--- config.mk ---
export PLATFORM = sky130hd
export DESIGN_NAME = mem_wb_stage
export DESIGN_NICKNAME = d
export VERILOG_FILES = /design/src/rtl/mem_pkg.sv /design/src/rtl/lsu_align.sv /design/src/rtl/mem_wb_stage.sv
export SDC_FILE = /design/constraint.sdc
export NUM_CORES = 1
export LEC_CHECK = 0
export CORE_MARGIN = 2
export CORE_UTILIZATION = 35
export CTS_CLUSTER_SIZE = 8
export DETAILED_ROUTE_END_ITERATION = 10
export PLACE_DENSITY = 0.77
export RECOVER_POWER = 25
export SYNTH_ARGS = -nofsm -noshare
export SYNTH_HDL_FRONTEND = slang
export SYNTH_HIERARCHICAL = 1
export SYNTH_SLANG_ARGS = --single-unit
--- constraint.sdc ---
create_clock -name clk -period 5.6 [get_ports clk]
set_input_delay 1.12 -clock clk [delete_from_list [all_inputs] [get_ports clk]]
set_output_delay 1.12 -clock clk [all_outputs]
set_load 0.01 [all_outputs]
--- src/rtl/mem_pkg.sv ---
// mem_pkg: shared definitions for the MEM/WB stage and its lane-alignment helper.
//   - funct3 size encodings (low two bits) and the unsigned-load flag (bit 2)
//   - writeback exception codes
//   - bus FSM state enum
//   - positions of memread/memwrite above the carried writeback control bits
//   - sign/zero extension helpers for sub-word loads
package mem_pkg;

  localparam logic [1:0] SZ_B = 2'b00;
  localparam logic [1:0] SZ_H = 2'b01;
  localparam logic [1:0] SZ_W = 2'b10;

  localparam logic [1:0] EXC_NONE     = 2'b00;
  localparam logic [1:0] EXC_MISALIGN = 2'b01;
  localparam logic [1:0] EXC_TIMEOUT  = 2'b10;

  // Offsets above the CTRL_WB_W writeback bits inside ctrl_mem.
  localparam int CTRL_MEMREAD_OFS  = 1;
  localparam int CTRL_MEMWRITE_OFS = 0;

  typedef enum logic [1:0] {
    S_IDLE  = 2'b00,
    S_GWAIT = 2'b01,
    S_RWAIT = 2'b10
  } state_e;

  function automatic logic [31:0] extend8(input logic [7:0] v, input logic is_unsigned);
    return is_unsigned ? {24'h000000, v} : {{24{v[7]}}, v};
  endfunction

  function automatic logic [31:0] extend16(input logic [15:0] v, input logic is_unsigned);
    return is_unsigned ? {16'h0000, v} : {{16{v[15]}}, v};
  endfunction

endpackage

--- src/rtl/lsu_align.sv ---
// lsu_align: purely combinational lane logic for 32-bit data memory accesses.
// Ports:
//   funct3_i      size/sign code of the access
//   addr_i        low two bits of the effective address
//   wdata_i       store data (value in the low lanes)
//   rdata_i       raw memory word
//   be_o          byte enables
//   wdata_o       store data replicated across all lanes
//   load_o        extracted and extended load value
//   misaligned_o  halfword on odd address or word not on a 4-byte boundary
module lsu_align
  import mem_pkg::*;
(
  input  logic [2:0]  funct3_i,
  input  logic [1:0]  addr_i,
  input  logic [31:0] wdata_i,
  input  logic [31:0] rdata_i,
  output logic [3:0]  be_o,
  output logic [31:0] wdata_o,
  output logic [31:0] load_o,
  output logic        misaligned_o
);

  logic [31:0] byte_sh_s;
  logic [15:0] half_s;

  // Select the addressed byte/half of the memory word.
  always_comb begin
    byte_sh_s = rdata_i >> {addr_i, 3'b000};
    half_s    = addr_i[1] ? rdata_i[31:16] : rdata_i[15:0];
  end

  // Per-size enables, store replication, load extension and alignment check.
  always_comb begin
    be_o         = 4'b0000;
    wdata_o      = 32'h0000_0000;
    load_o       = 32'h0000_0000;
    misaligned_o = 1'b0;
    case (funct3_i[1:0])
      SZ_B: begin
        be_o         = 4'b0001 << addr_i;
        wdata_o      = {4{wdata_i[7:0]}};
        load_o       = extend8(byte_sh_s[7:0], funct3_i[2]);
        misaligned_o = 1'b0;
      end
      SZ_H: begin
        be_o         = 4'b0011 << addr_i;
        wdata_o      = {2{wdata_i[15:0]}};
        load_o       = extend16(half_s, funct3_i[2]);
        misaligned_o = addr_i[0];
      end
      default: begin
        // Word, and any unused size code, behave as a full word.
        be_o         = 4'b1111;
        wdata_o      = wdata_i;
        load_o       = rdata_i;
        misaligned_o = (addr_i != 2'b00);
      end
    endcase
  end

endmodule

--- src/rtl/mem_wb_stage.sv ---
// mem_wb_stage: MEM pipeline stage driving a req/gnt/rvalid data-memory port and
// the MEM/WB pipeline register.
// Ports:
//   clk, reset_n                     clock, async active-low reset
//   valid_mem, ctrl_mem, funct3_mem, rd_mem, pc4_mem, alu_result, write_data1, flush
//                                    instruction fields arriving from EX/MEM
//   dmem_req/we/be, address, w_data  request side of the memory port
//   dmem_gnt, dmem_rvalid, read_data response side of the memory port
//   stall                            holds upstream while an access is outstanding
//   valid_wb, ctrl_wb, rd_wb, pc4_wb, alu_data, mem_data, exc_wb
//                                    registered MEM/WB outputs
module mem_wb_stage
  import mem_pkg::*;
#(
  parameter int XLEN      = 32,
  parameter int RD_W      = 32,
  parameter int CTRL_WB_W = 3,
  parameter int TIMEOUT   = 16
) (
  input  logic                   clk,
  input  logic                   reset_n,
  input  logic                   valid_mem,
  input  logic [CTRL_WB_W+1:0]   ctrl_mem,
  input  logic [2:0]             funct3_mem,
  input  logic [RD_W-1:0]        rd_mem,
  input  logic [XLEN-1:0]        pc4_mem,
  input  logic [XLEN-1:0]        alu_result,
  input  logic [XLEN-1:0]        write_data1,
  input  logic                   flush,
  output logic                   dmem_req,
  output logic                   dmem_we,
  output logic [XLEN/8-1:0]      dmem_be,
  output logic [XLEN-1:0]        address,
  output logic [XLEN-1:0]        w_data,
  input  logic                   dmem_gnt,
  input  logic                   dmem_rvalid,
  input  logic [XLEN-1:0]        read_data,
  output logic                   stall,
  output logic                   valid_wb,
  output logic [CTRL_WB_W-1:0]   ctrl_wb,
  output logic [RD_W-1:0]        rd_wb,
  output logic [XLEN-1:0]        pc4_wb,
  output logic [XLEN-1:0]        alu_data,
  output logic [XLEN-1:0]        mem_data,
  output logic [1:0]             exc_wb
);

  localparam int CNT_W = $clog2(TIMEOUT + 1);

  state_e             state_q;
  logic [CNT_W-1:0]   cnt_q;
  logic               flush_seen_q;

  logic               memread_s, memwrite_s, busy_s, access_s, cnt_max_s;
  logic               req_s, misal_s, timeout_s, load_done_s, done_s;
  logic               misaligned_s;
  logic [XLEN-1:0]    load_ext_s;

  logic                 valid_wb_q, valid_wb_d;
  logic [CTRL_WB_W-1:0] ctrl_wb_q;
  logic [RD_W-1:0]      rd_wb_q;
  logic [XLEN-1:0]      pc4_wb_q, alu_data_q, mem_data_q, mem_data_d;
  logic [1:0]           exc_wb_q, exc_wb_d;

  assign memread_s  = ctrl_mem[CTRL_WB_W + CTRL_MEMREAD_OFS];
  assign memwrite_s = ctrl_mem[CTRL_WB_W + CTRL_MEMWRITE_OFS];

  lsu_align u_align (
    .funct3_i     (funct3_mem),
    .addr_i       (alu_result[1:0]),
    .wdata_i      (write_data1),
    .rdata_i      (read_data),
    .be_o         (dmem_be),
    .wdata_o      (w_data),
    .load_o       (load_ext_s),
    .misaligned_o (misaligned_s)
  );

  // Request/completion decode. Once a transaction is in flight it is committed,
  // so a late flush no longer withdraws it (upstream is held by stall).
  always_comb begin
    busy_s      = (state_q != S_IDLE);
    access_s    = busy_s | (valid_mem & ~flush & (memread_s | memwrite_s));
    cnt_max_s   = (cnt_q == CNT_W'(TIMEOUT - 1));
    req_s       = 1'b0;
    misal_s     = 1'b0;
    timeout_s   = 1'b0;
    load_done_s = 1'b0;
    done_s      = 1'b0;
    case (state_q)
      S_IDLE: begin
        misal_s = access_s & misaligned_s;
        req_s   = access_s & ~misaligned_s;
        done_s  = misal_s | (req_s & dmem_gnt & ~memread_s);
      end
      S_GWAIT: begin
        timeout_s = cnt_max_s & ~dmem_gnt;
        req_s     = ~timeout_s;
        done_s    = timeout_s | (dmem_gnt & ~memread_s);
      end
      S_RWAIT: begin
        load_done_s = dmem_rvalid;
        timeout_s   = cnt_max_s & ~dmem_rvalid;
        done_s      = dmem_rvalid | timeout_s;
      end
      default: begin
        done_s = 1'b0;
      end
    endcase
  end

  assign dmem_req = reset_n & req_s;
  assign dmem_we  = memwrite_s & ~memread_s;
  assign address  = {alu_result[XLEN-1:2], 2'b00};
  assign stall    = reset_n & access_s & ~done_s;

  // Bus FSM with its wait-cycle counter and the sticky mid-access flush flag.
  always_ff @(posedge clk or negedge reset_n) begin
    if (!reset_n) begin
      state_q      <= S_IDLE;
      cnt_q        <= '0;
      flush_seen_q <= 1'b0;
    end else begin
      case (state_q)
        S_IDLE: begin
          cnt_q        <= '0;
          flush_seen_q <= 1'b0;
          if (req_s && dmem_gnt) begin
            state_q <= memread_s ? S_RWAIT : S_IDLE;
          end else if (req_s) begin
            state_q <= S_GWAIT;
          end else begin
            state_q <= S_IDLE;
          end
        end
        S_GWAIT: begin
          if (timeout_s || (dmem_gnt && !memread_s)) begin
            state_q      <= S_IDLE;
            cnt_q        <= '0;
            flush_seen_q <= 1'b0;
          end else if (dmem_gnt) begin
            state_q      <= S_RWAIT;
            cnt_q        <= '0;
            flush_seen_q <= flush_seen_q | flush;
          end else begin
            cnt_q        <= cnt_q + CNT_W'(1);
            flush_seen_q <= flush_seen_q | flush;
          end
        end
        S_RWAIT: begin
          if (done_s) begin
            state_q      <= S_IDLE;
            cnt_q        <= '0;
            flush_seen_q <= 1'b0;
          end else begin
            cnt_q        <= cnt_q + CNT_W'(1);
            flush_seen_q <= flush_seen_q | flush;
          end
        end
        default: begin
          state_q      <= S_IDLE;
          cnt_q        <= '0;
          flush_seen_q <= 1'b0;
        end
      endcase
    end
  end

  // Next values for the MEM/WB register; a flush seen during the access kills it.
  always_comb begin
    valid_wb_d = valid_mem & ~(flush | flush_seen_q);
    mem_data_d = load_done_s ? load_ext_s : {XLEN{1'b0}};
    if (misal_s) begin
      exc_wb_d = EXC_MISALIGN;
    end else if (timeout_s) begin
      exc_wb_d = EXC_TIMEOUT;
    end else begin
      exc_wb_d = EXC_NONE;
    end
  end

  // MEM/WB register: load when not stalled, otherwise insert a bubble and hold.
  always_ff @(posedge clk or negedge reset_n) begin
    if (!reset_n) begin
      valid_wb_q <= 1'b0;
      ctrl_wb_q  <= '0;
      rd_wb_q    <= '0;
      pc4_wb_q   <= '0;
      alu_data_q <= '0;
      mem_data_q <= '0;
      exc_wb_q   <= EXC_NONE;
    end else if (!stall) begin
      valid_wb_q <= valid_wb_d;
      ctrl_wb_q  <= ctrl_mem[CTRL_WB_W-1:0];
      rd_wb_q    <= rd_mem;
      pc4_wb_q   <= pc4_mem;
      alu_data_q <= alu_result;
      mem_data_q <= mem_data_d;
      exc_wb_q   <= exc_wb_d;
    end else begin
      valid_wb_q <= 1'b0;
    end
  end

  assign valid_wb = valid_wb_q;
  assign ctrl_wb  = ctrl_wb_q;
  assign rd_wb    = rd_wb_q;
  assign pc4_wb   = pc4_wb_q;
  assign alu_data = alu_data_q;
  assign mem_data = mem_data_q;
  assign exc_wb   = exc_wb_q;

endmodule

==> results of run 1 <==
-- how the worst min path moves through the flow --
| stage | endpoint | slack, ps | depth (start not counted) |
|---|---|---|---|
| detailed placement | valid_wb | 440 | 1 |
| floorplan | valid_wb | 410 | 1 |
| CTS | valid_wb | 450 | 1 |
| global placement | valid_wb | 420 | 1 |
| finish | valid_wb | 450 | 1 |
| global route | valid_wb | 470 | 1 |
-- synth_stat cells (3+ instances only) --
cell type	instances	area [um^2]
dfrtp_1	142	3550
mux2_2	98	1100
nand2_1	57	214
mux2_1	50	563
buf_4	41	308
and3_1	35	219
o21ai_0	21	105
clkbuf_1	18	67.6
a221o_1	15	150
inv_1	15	56.3
buf_2	12	60.1
a21oi_1	11	55.1
mux2i_1	9	90.1
buf_6	8	90.1
o2bb2ai_1	8	70.1
nor2_1	7	26.3
nor2b_1	7	43.8
nor4bb_1	7	70.1
ha_1	6	75.1
nand2b_1	4	25.0
nor3b_1	3	22.5
-- critical path: stages --
cell and delay, ps:
clkdlybuf4s50_1 410, buf_4 190, o21ai_0 160, nand2_1 200, nor2_1 200, o211ai_1 150, a211oi_4 330, clkdlybuf4s50_1 600
-- layer usage --
metal,routed length (um),up-vias,part of all wire
met5,0,-,0
met1,8740,2827,0.40
met4,396,0,0.018
met2,10900,269,0.49
met3,2030,23,0.092
li1,-,2756,-
-- flip-flops by register name, indices dropped and copies added (netlist names), 2 cells and up --
name,count
state_q,2
rd_wb,32
exc_wb,2
mem_data,32
cnt_q,5
alu_data,32
ctrl_wb,3
pc4_wb,32
-- layout by cell type, fill, tap and decap left out, types with 3 or more instances in the layout --
cell type and count:
clkinv_4 3, nor4bb_1 7, nand2b_1 4, nor2b_1 7, o21ai_0 21, a21oi_1 11
inv_8 5, a221o_1 15, buf_4 5, clkbuf_16 17, mux2i_1 9, mux2_1 50
nand2_1 57, mux2_2 98, ha_1 6, clkdlybuf4s50_1 374, inv_1 15, and3_1 35
nor2_1 7, dfrtp_1 142, o2bb2ai_1 8, nor3b_1 3
-- layout make-up --
type | instances | area share
multi-input combinational | 368 | 0.269
clock inverter | 14 | 0.0131
tap | 270 | 0.0295
sequential | 142 | 0.311
inverter | 15 | 0.00492
clock buffer | 18 | 0.0384
timing repair buffer | 383 | 0.334
-- report_power, final --
part	total (mW)	switching, mW	internal, mW
Sequential	1.13	0.0354	1.10
Combinational	0.659	0.267	0.393
Clock	1.13	0.483	0.643
-- stage by stage --
| stage | utilization | setup slack (ps) |
|---|---|---|
| 2_1_floorplan | - | 1740 |
| 3_3_place_gp | 0.536 | 1140 |
| 3_5_place_dp | 0.536 | 1140 |
| 4_1_cts | 0.566 | 1110 |
| 5_1_grt | 0.565 | 906 |
| 6_report | 0.565 | 1110 |
-- cells by family (layout without fill, tap and decap cells) --
kind of cell	Yosys count	after routing	synth area share
flip-flops	142	142	0.493
AO/OA/AOI/OAI	71	71	0.0711
other	1	2	0.000520
AND/OR/NAND/NOR	129	129	0.0947
XOR/XNOR	2	2	0.00243
buffers and inverters	96	430	0.0817
multiplexers	158	158	0.247
adder cells (fa/ha/maj)	6	6	0.0104
==> results.json, run 1 <==
{
  "grt_pass1_wl_um": 33900,
  "r2r-start": "state_q[0]",
  "power_density_nw_per_um2": 255,
  "period_needed_ps": 4490,
  "drt_first_iter_violations": 293,
  "irDropWorstVdd_v": 0.000191,
  "gp_congestion": 0.829,
  "cts_hold_buf": 0,
  "post_cts_buffers": 0,
  "dp.cells": 1178,
  "async_flop_share": 1.00,
  "hold_viol": 0,
  "wire_per_inst_um": 18.2,
  "viasPerCell": 4.86,
  "flow.area_growth_from_synthesis_pct": 58.6,
  "placed_cell_area_um2": 10900,
  "tritoncts": "yes",
  "cp.arrival_ps": 3370,
  "synthDistinctLibCells": 46,
  "synth_ff_type": "dfrtp_1",
  "track_usage": 0.201,
  "endpoint": "stall",
  "fillers": 1706,
  "firstDrtPassIters": 7,
  "ioPinCount": 379,
  "rsz0062_at_grt": "no",
  "fmaxAchievable_mhz": 223,
  "hold_class": "reg2reg",
  "tightest_slew_ps": 1730,
  "clock_sink_count": 142,
  "ant_nets": 0,
  "drive_gt1_frac": 0.154,
  "met1_usage": 0.247,
  "cap_viol_max_count": 1,
  "start_kind": "input port",
  "rr_endpoint": "mem_data[10]",
  "die_w_um": 148,
  "row_count": 52,
  "total_leakage_power_nw": 4.94,
  "yosys_register_bits": 142,
  "violations": "capacitance limit, slew limit",
  "use_met3": 0.0698,
  "ff2ff_setup_slack_ps": 2490,
  "status": "finished, violations left",
  "post_cts_resized": 0,
  "num_antenna_cells": 0,
  "grt_pass1_vias": 6114,
  "finalMaxSlewViolations": 70,
  "fin_crit_sh": 0.801,
  "startpoint": "alu_result[0]",
  "reg2regPathDepth": 7,
  "clk_path_buf_depth": 2,
  "skew_ps": 11.9,
  "htree_levels": 4,
  "nets": 1107,
  "worstHoldStart": "flush_seen_q",
  "drc": 0,
  "setup_violations": 0,
  "clkLatencyLatePin_ps": 410,
  "crit_type": "in2out",
  "io_buffers": 376,
  "cts_root_buf": "clkbuf_16",
  "initial_core_util": 0.357,
  "ys_seq_area_frac": 0.493,
  "via_count": 5875,
  "drt_wl_total_um": 22000,
  "synth_cells": 605,
  "die_h_um": 148,
  "syn-cell-area_um2": 7210,
  "numCtsBuffers": 17,
  "die_area_um2": 21800,
  "synth_edf_count": 0,
  "stdcell_count": 1210,
  "final.setup.tns_ps": 0,
  "required_ps": 4480,
  "multi_input_area_um2": 3080,
  "dp_hpwl_um": 16300,
  "end_kind": "output port",
  "synth_area_per_cell_um2": 11.9,
  "grt_start_max_net_pins": 135,
  "antenna_found_initial": 0,
  "grt_overflow": 0,
  "grt_util_met2": 0.336,
  "cp_max_fo": 17,
  "ys_warn_count": 6,
  "fin_area_um2": 11400,
  "hold_slack_ps": 446,
  "top_usage_layer": "met2",
  "relSlewSlack": -0.154,
  "regArea_um2": 3550,
  "path_clk_slew_ps": 70,
  "power_mw": 2.92,
  "core_area_um2": 20200
}
(Power assumes the default switching activity.)
==> inputs of run 2 (changes only) <==
==> constraint.sdc (replaced) <==
create_clock -name clk -period 4.45 [get_ports clk]
set_input_delay 0.89 -clock clk [delete_from_list [all_inputs] [get_ports clk]]
set_output_delay 0.89 -clock clk [all_outputs]
set_load 0.01 [all_outputs]
==> results.json, run 2 (synthesized netlist as in run 1, its figures left out) <==
{
  "status": "finished, violations left",
  "violations": "capacitance limit, slew limit",
  "top_layer": "met4",
  "final.setup.tns_ps": 0,
  "path_clk_slew_ps": 60,
  "die_area_um2": 21800,
  "cp_slowest_stage_delay_ps": 600,
  "grt_overflow": 0,
  "finalMaxSlewViolations": 60,
  "drt_wl_total_um": 21900,
  "skew_ps": 11.1,
  "tightest_slew_ps": 1510,
  "period_needed_ps": 3880,
  "relSlewSlack": -0.00788,
  "htree_levels": 4,
  "place_ws_ps": 568,
  "post_cts_buffers": 0,
  "die_h_um": 148,
  "nets": 1110,
  "fmaxAchievable_mhz": 258,
  "setup_violations": 0,
  "tritoncts": "yes",
  "ant_nets": 0,
  "firstDrtPassIters": 4,
  "grt_pass1_vias": 6093,
  "cp_common_cell": "clkdlybuf4s50_1",
  "row_count": 52,
  "m1WireLength_um": 8740,
  "path_cells": "clkdlybuf4s50_1, o21ai_0, nand2_1, nor2_1, o211ai_1, a211oi_4, clkdlybuf4s50_1",
  "irDropWorstVdd_v": 0.000253,
  "cp_max_fo": 5,
  "start_kind": "input port",
  "hold_slack_ps": 337,
  "hold_class": "in2async",
  "drt_first_iter_violations": 232,
  "crit_type": "in2out",
  "ioPinCount": 379,
  "initial_core_util": 0.357,
  "wire_per_inst_um": 18.0,
  "post_cts_resized": 0,
  "cap_viol_max_count": 1,
  "numCtsBuffers": 17,
  "layout_commonest_cell": "clkdlybuf4s50_1",
  "clock_sink_count": 142,
  "end_kind": "output port",
  "setup_slack_ps": 567,
  "grt_start_max_net_pins": 135,
  "cp.arrival_ps": 2990,
  "io_buffers": 376,
  "cts_hold_buf": 0,
  "fin_crit_sh": 0.873,
  "die_w_um": 148,
  "power_mw": 3.69,
  "power_density_nw_per_um2": 321,
  "grt_pass1_wl_um": 33400,
  "fillers": 1739,
  "stdcell_count": 1213,
  "rsz0062_at_grt": "no",
  "dp.cells": 1181,
  "track_usage": 0.197,
  "gp_congestion": 0.866,
  "core_area_um2": 20200,
  "drive_gt1_frac": 0.157,
  "dp_hpwl_um": 16500,
  "via_count": 5927,
  "slowest_stage": "clkdlybuf4s50_1",
  "total_leakage_power_nw": 4.94,
  "mostFrequentLayoutCells": "clkdlybuf4s50_1 (374), dfrtp_1 (142), mux2_2 (98)",
  "required_ps": 3560,
  "drc": 0,
  "num_antenna_cells": 0,
  "met3_wirelength_um": 1920,
  "viasPerCell": 4.89,
  "antenna_found_initial": 0,
  "clkLatencyLatePin_ps": 410,
  "hold_viol": 0,
  "flow.area_growth_from_synthesis_pct": 59.0,
  "dr_wl_met2_um": 10500,
  "cts_root_buf": "clkbuf_16",
  "clk_path_buf_depth": 2
}
==> run 2: final cells by class <==
type | count | area (um^2) | area share
repair buffers | 386 | 3840 | 0.335
flip-flops and latches | 142 | 3550 | 0.310
inverters | 15 | 56.3 | 0.00491
multi-input cells | 368 | 3080 | 0.269
clock inverters | 14 | 158 | 0.0137
well taps | 270 | 338 | 0.0295
clock buffers | 18 | 439 | 0.0383
==> run 2: final timing paths <==
kind / start / to / slack, ps / depth (start not counted)
max: alu_result[1] / stall / 570 / 7
max reg2reg: cnt_q[0] / rd_wb[28] / 1680 / 8
min: reset_n / pc4_wb[2] / 340 / 1
max in group asynchronous: reset_n / mem_data[19] / 2360 / 2
min reg2reg: flush_seen_q / valid_wb / 430 / 1
min in group clk: flush_seen_q / valid_wb / 430 / 1
==> run 2: metrics by stage <==
step / cell area, um^2 / utilization
after floorplan: 7220 / -
after detailed placement: 10900 / 0.538
after CTS: 11500 / 0.567
after global placement: 10900 / 0.538
final: 11500 / 0.567
after global routing: 11500 / 0.567
==> run 2: metal layers <==
layer	global-route usage	vias up
li1	-	2752
met1	0.239	2895
met2	0.321	244
met3	0.0698	36
met4	0.0769	0
met5	0	-
==> run 2: power by group <==
part | switching [mW] | internal [mW] | total, mW | leakage (nW)
clock network | 0.581 | 0.850 | 1.43 | 0.277
registers | 0.0450 | 1.38 | 1.43 | 1.75
logic | 0.334 | 0.495 | 0.829 | 2.91
total | 0.960 | 2.73 | 3.69 | 4.94
==> run 2: worst max-delay path, delay by kind of cell <==
| kind | cells | cell delay, ps |
|---|---|---|
| buf+inv | 2 | 1060 |
| compound gates | 3 | 640 |
| simple gates | 2 | 410 |
==> inputs of run 3 (changes only) <==
--- a/config.mk
+++ b/config.mk
@@ -9,7 +9,8 @@
 export CORE_UTILIZATION = 35
 export CTS_CLUSTER_SIZE = 8
 export DETAILED_ROUTE_END_ITERATION = 10
-export PLACE_DENSITY = 0.77
+export DONT_BUFFER_PORTS = 1
+export PLACE_DENSITY = 0.53
 export RECOVER_POWER = 25
 export SYNTH_ARGS = -nofsm -noshare
 export SYNTH_HDL_FRONTEND = slang
==> results.json, run 3 (synthesized netlist as in run 1, its figures left out) <==
{
  "r2r-start": "state_q[0]",
  "numCtsBuffers": 17,
  "grt_pass1_vias": 4819,
  "tightest_slew_ps": 1050,
  "dp_hpwl_um": 14200,
  "drc": 0,
  "num_antenna_cells": 0,
  "ant_nets": 0,
  "row_count": 52,
  "path_clk_slew_ps": 70,
  "cts_root_buf": "clkbuf_16",
  "pwr-share-clk": 0.438,
  "startpoint": "state_q[0]",
  "track_usage": 0.173,
  "die_area_um2": 21800,
  "end_kind": "output port",
  "power_frac_comb": 0.091,
  "drt_first_iter_violations": 245,
  "reg2regPathDepth": 7,
  "hold_class": "in2async",
  "drt_wl_total_um": 19300,
  "die_h_um": 148,
  "via_count": 4507,
  "cp.arrival_ps": 2570,
  "status": "finished clean",
  "ioPinCount": 379,
  "nets": 727,
  "required_ps": 3560,
  "cp_max_fo": 36,
  "rr_endpoint": "mem_data[8]",
  "hold_viol": 0,
  "total_leakage_power_nw": 3.46,
  "internal_power_mw": 2.32,
  "post_cts_resized": 0,
  "htree_levels": 4,
  "power_mw": 3.17,
  "p_switching_uw": 851,
  "grt_overflow": 0,
  "cap_viol_max_count": 0,
  "layout_commonest_cell": "dfrtp_1",
  "die_w_um": 148,
  "ff2ff_setup_slack_ps": 1300,
  "mostFrequentLayoutCells": "dfrtp_1 (142), mux2_2 (98), nand2_1 (57)",
  "core_area_um2": 20200,
  "p_seq_frac": 0.471,
  "flow.area_growth_from_synthesis_pct": 5.90,
  "tritoncts": "yes",
  "power_density_nw_per_um2": 415,
  "relSlewSlack": 0.303,
  "wire_per_inst_um": 23.3,
  "grt_start_max_net_pins": 146,
  "cts_hold_buf": 0,
  "post_cts_buffers": 0,
  "rsz0062_at_grt": "no",
  "io_buffers": 0,
  "clock_sink_count": 142,
  "start_kind": "register",
  "firstDrtPassIters": 4,
  "fin_crit_sh": 0.778,
  "finalMaxSlewViolations": 0,
  "skew_ps": 9.14,
  "irDropWorstVdd_v": 0.000239,
  "viasPerCell": 5.43,
  "setup_violations": 0,
  "period_needed_ps": 3460,
  "fmaxAchievable_mhz": 289,
  "grt_pass1_wl_um": 29100,
  "initial_core_util": 0.357,
  "clk_path_buf_depth": 2,
  "clkLatencyLatePin_ps": 420,
  "final.setup.tns_ps": 0,
  "crit_type": "reg2out",
  "gp_congestion": 0.806,
  "antenna_found_initial": 0,
  "drive_gt1_frac": 0.246,
  "switching_share": 0.268
}
run 3: how the worst max path moves through the flow:
| stage | slack (ps) | depth (start not counted) | end |
|---|---|---|---|
| 5_1_grt | 770 | 5 | stall |
| 2_1_floorplan | 1050 | 9 | stall |
| 4_1_cts | 960 | 5 | stall |
| 6_report | 990 | 5 | stall |
| 3_3_place_gp | 1220 | 7 | mem_data[1] |
| 3_5_place_dp | 1200 | 7 | mem_data[6] |
run 3: per-layer routing:
| metal | GRT usage | part of all wire |
|---|---|---|
| met5 | 0 | 0 |
| met4 | 0.0543 | 0.016 |
| met3 | 0.0639 | 0.080 |
| met2 | 0.280 | 0.50 |
| met1 | 0.215 | 0.41 |
run 3: power by group through the flow:
stage / Combinational (mW) / Clock (mW) / Sequential [mW]
6_report: 0.288 / 1.39 / 1.50
5_1_grt: 0.313 / 1.49 / 1.51
4_1_cts: 0.291 / 1.43 / 1.50
2_1_floorplan: 0.305 / 0 / 1.49
3_3_place_gp: 0.280 / 0 / 1.52
3_5_place_dp: 0.290 / 0 / 1.52
run 3: cell type report:
type                    count  area, um^2
fillers                  1943       12600
flip-flops and latches    142        3550
multi-input cells         368        3080
clock buffers              18         429
well taps                 270         338
clock inverters            14         145
inverters                  15        56.3
repair buffers              3        35.0
run 3: worst max-delay path, cell delays in order (launching register included):
cell      delay [ps]
dfrtp_1          400
inv_1            110
ha_1             860
a22oi_1          220
a21oi_1          420
a211oi_4         140
run 3: stage by stage:
step	hold slack, ps	std cells	area, um^2	util	worst slack (ps)
final	159	830	7640	0.378	989
after global routing	133	830	7640	0.378	774
after CTS	133	830	7640	0.378	965
after detailed placement	433	798	7070	0.349	1200
after global placement	444	798	7070	0.349	1220
after floorplan	410	606	7220	-	1050
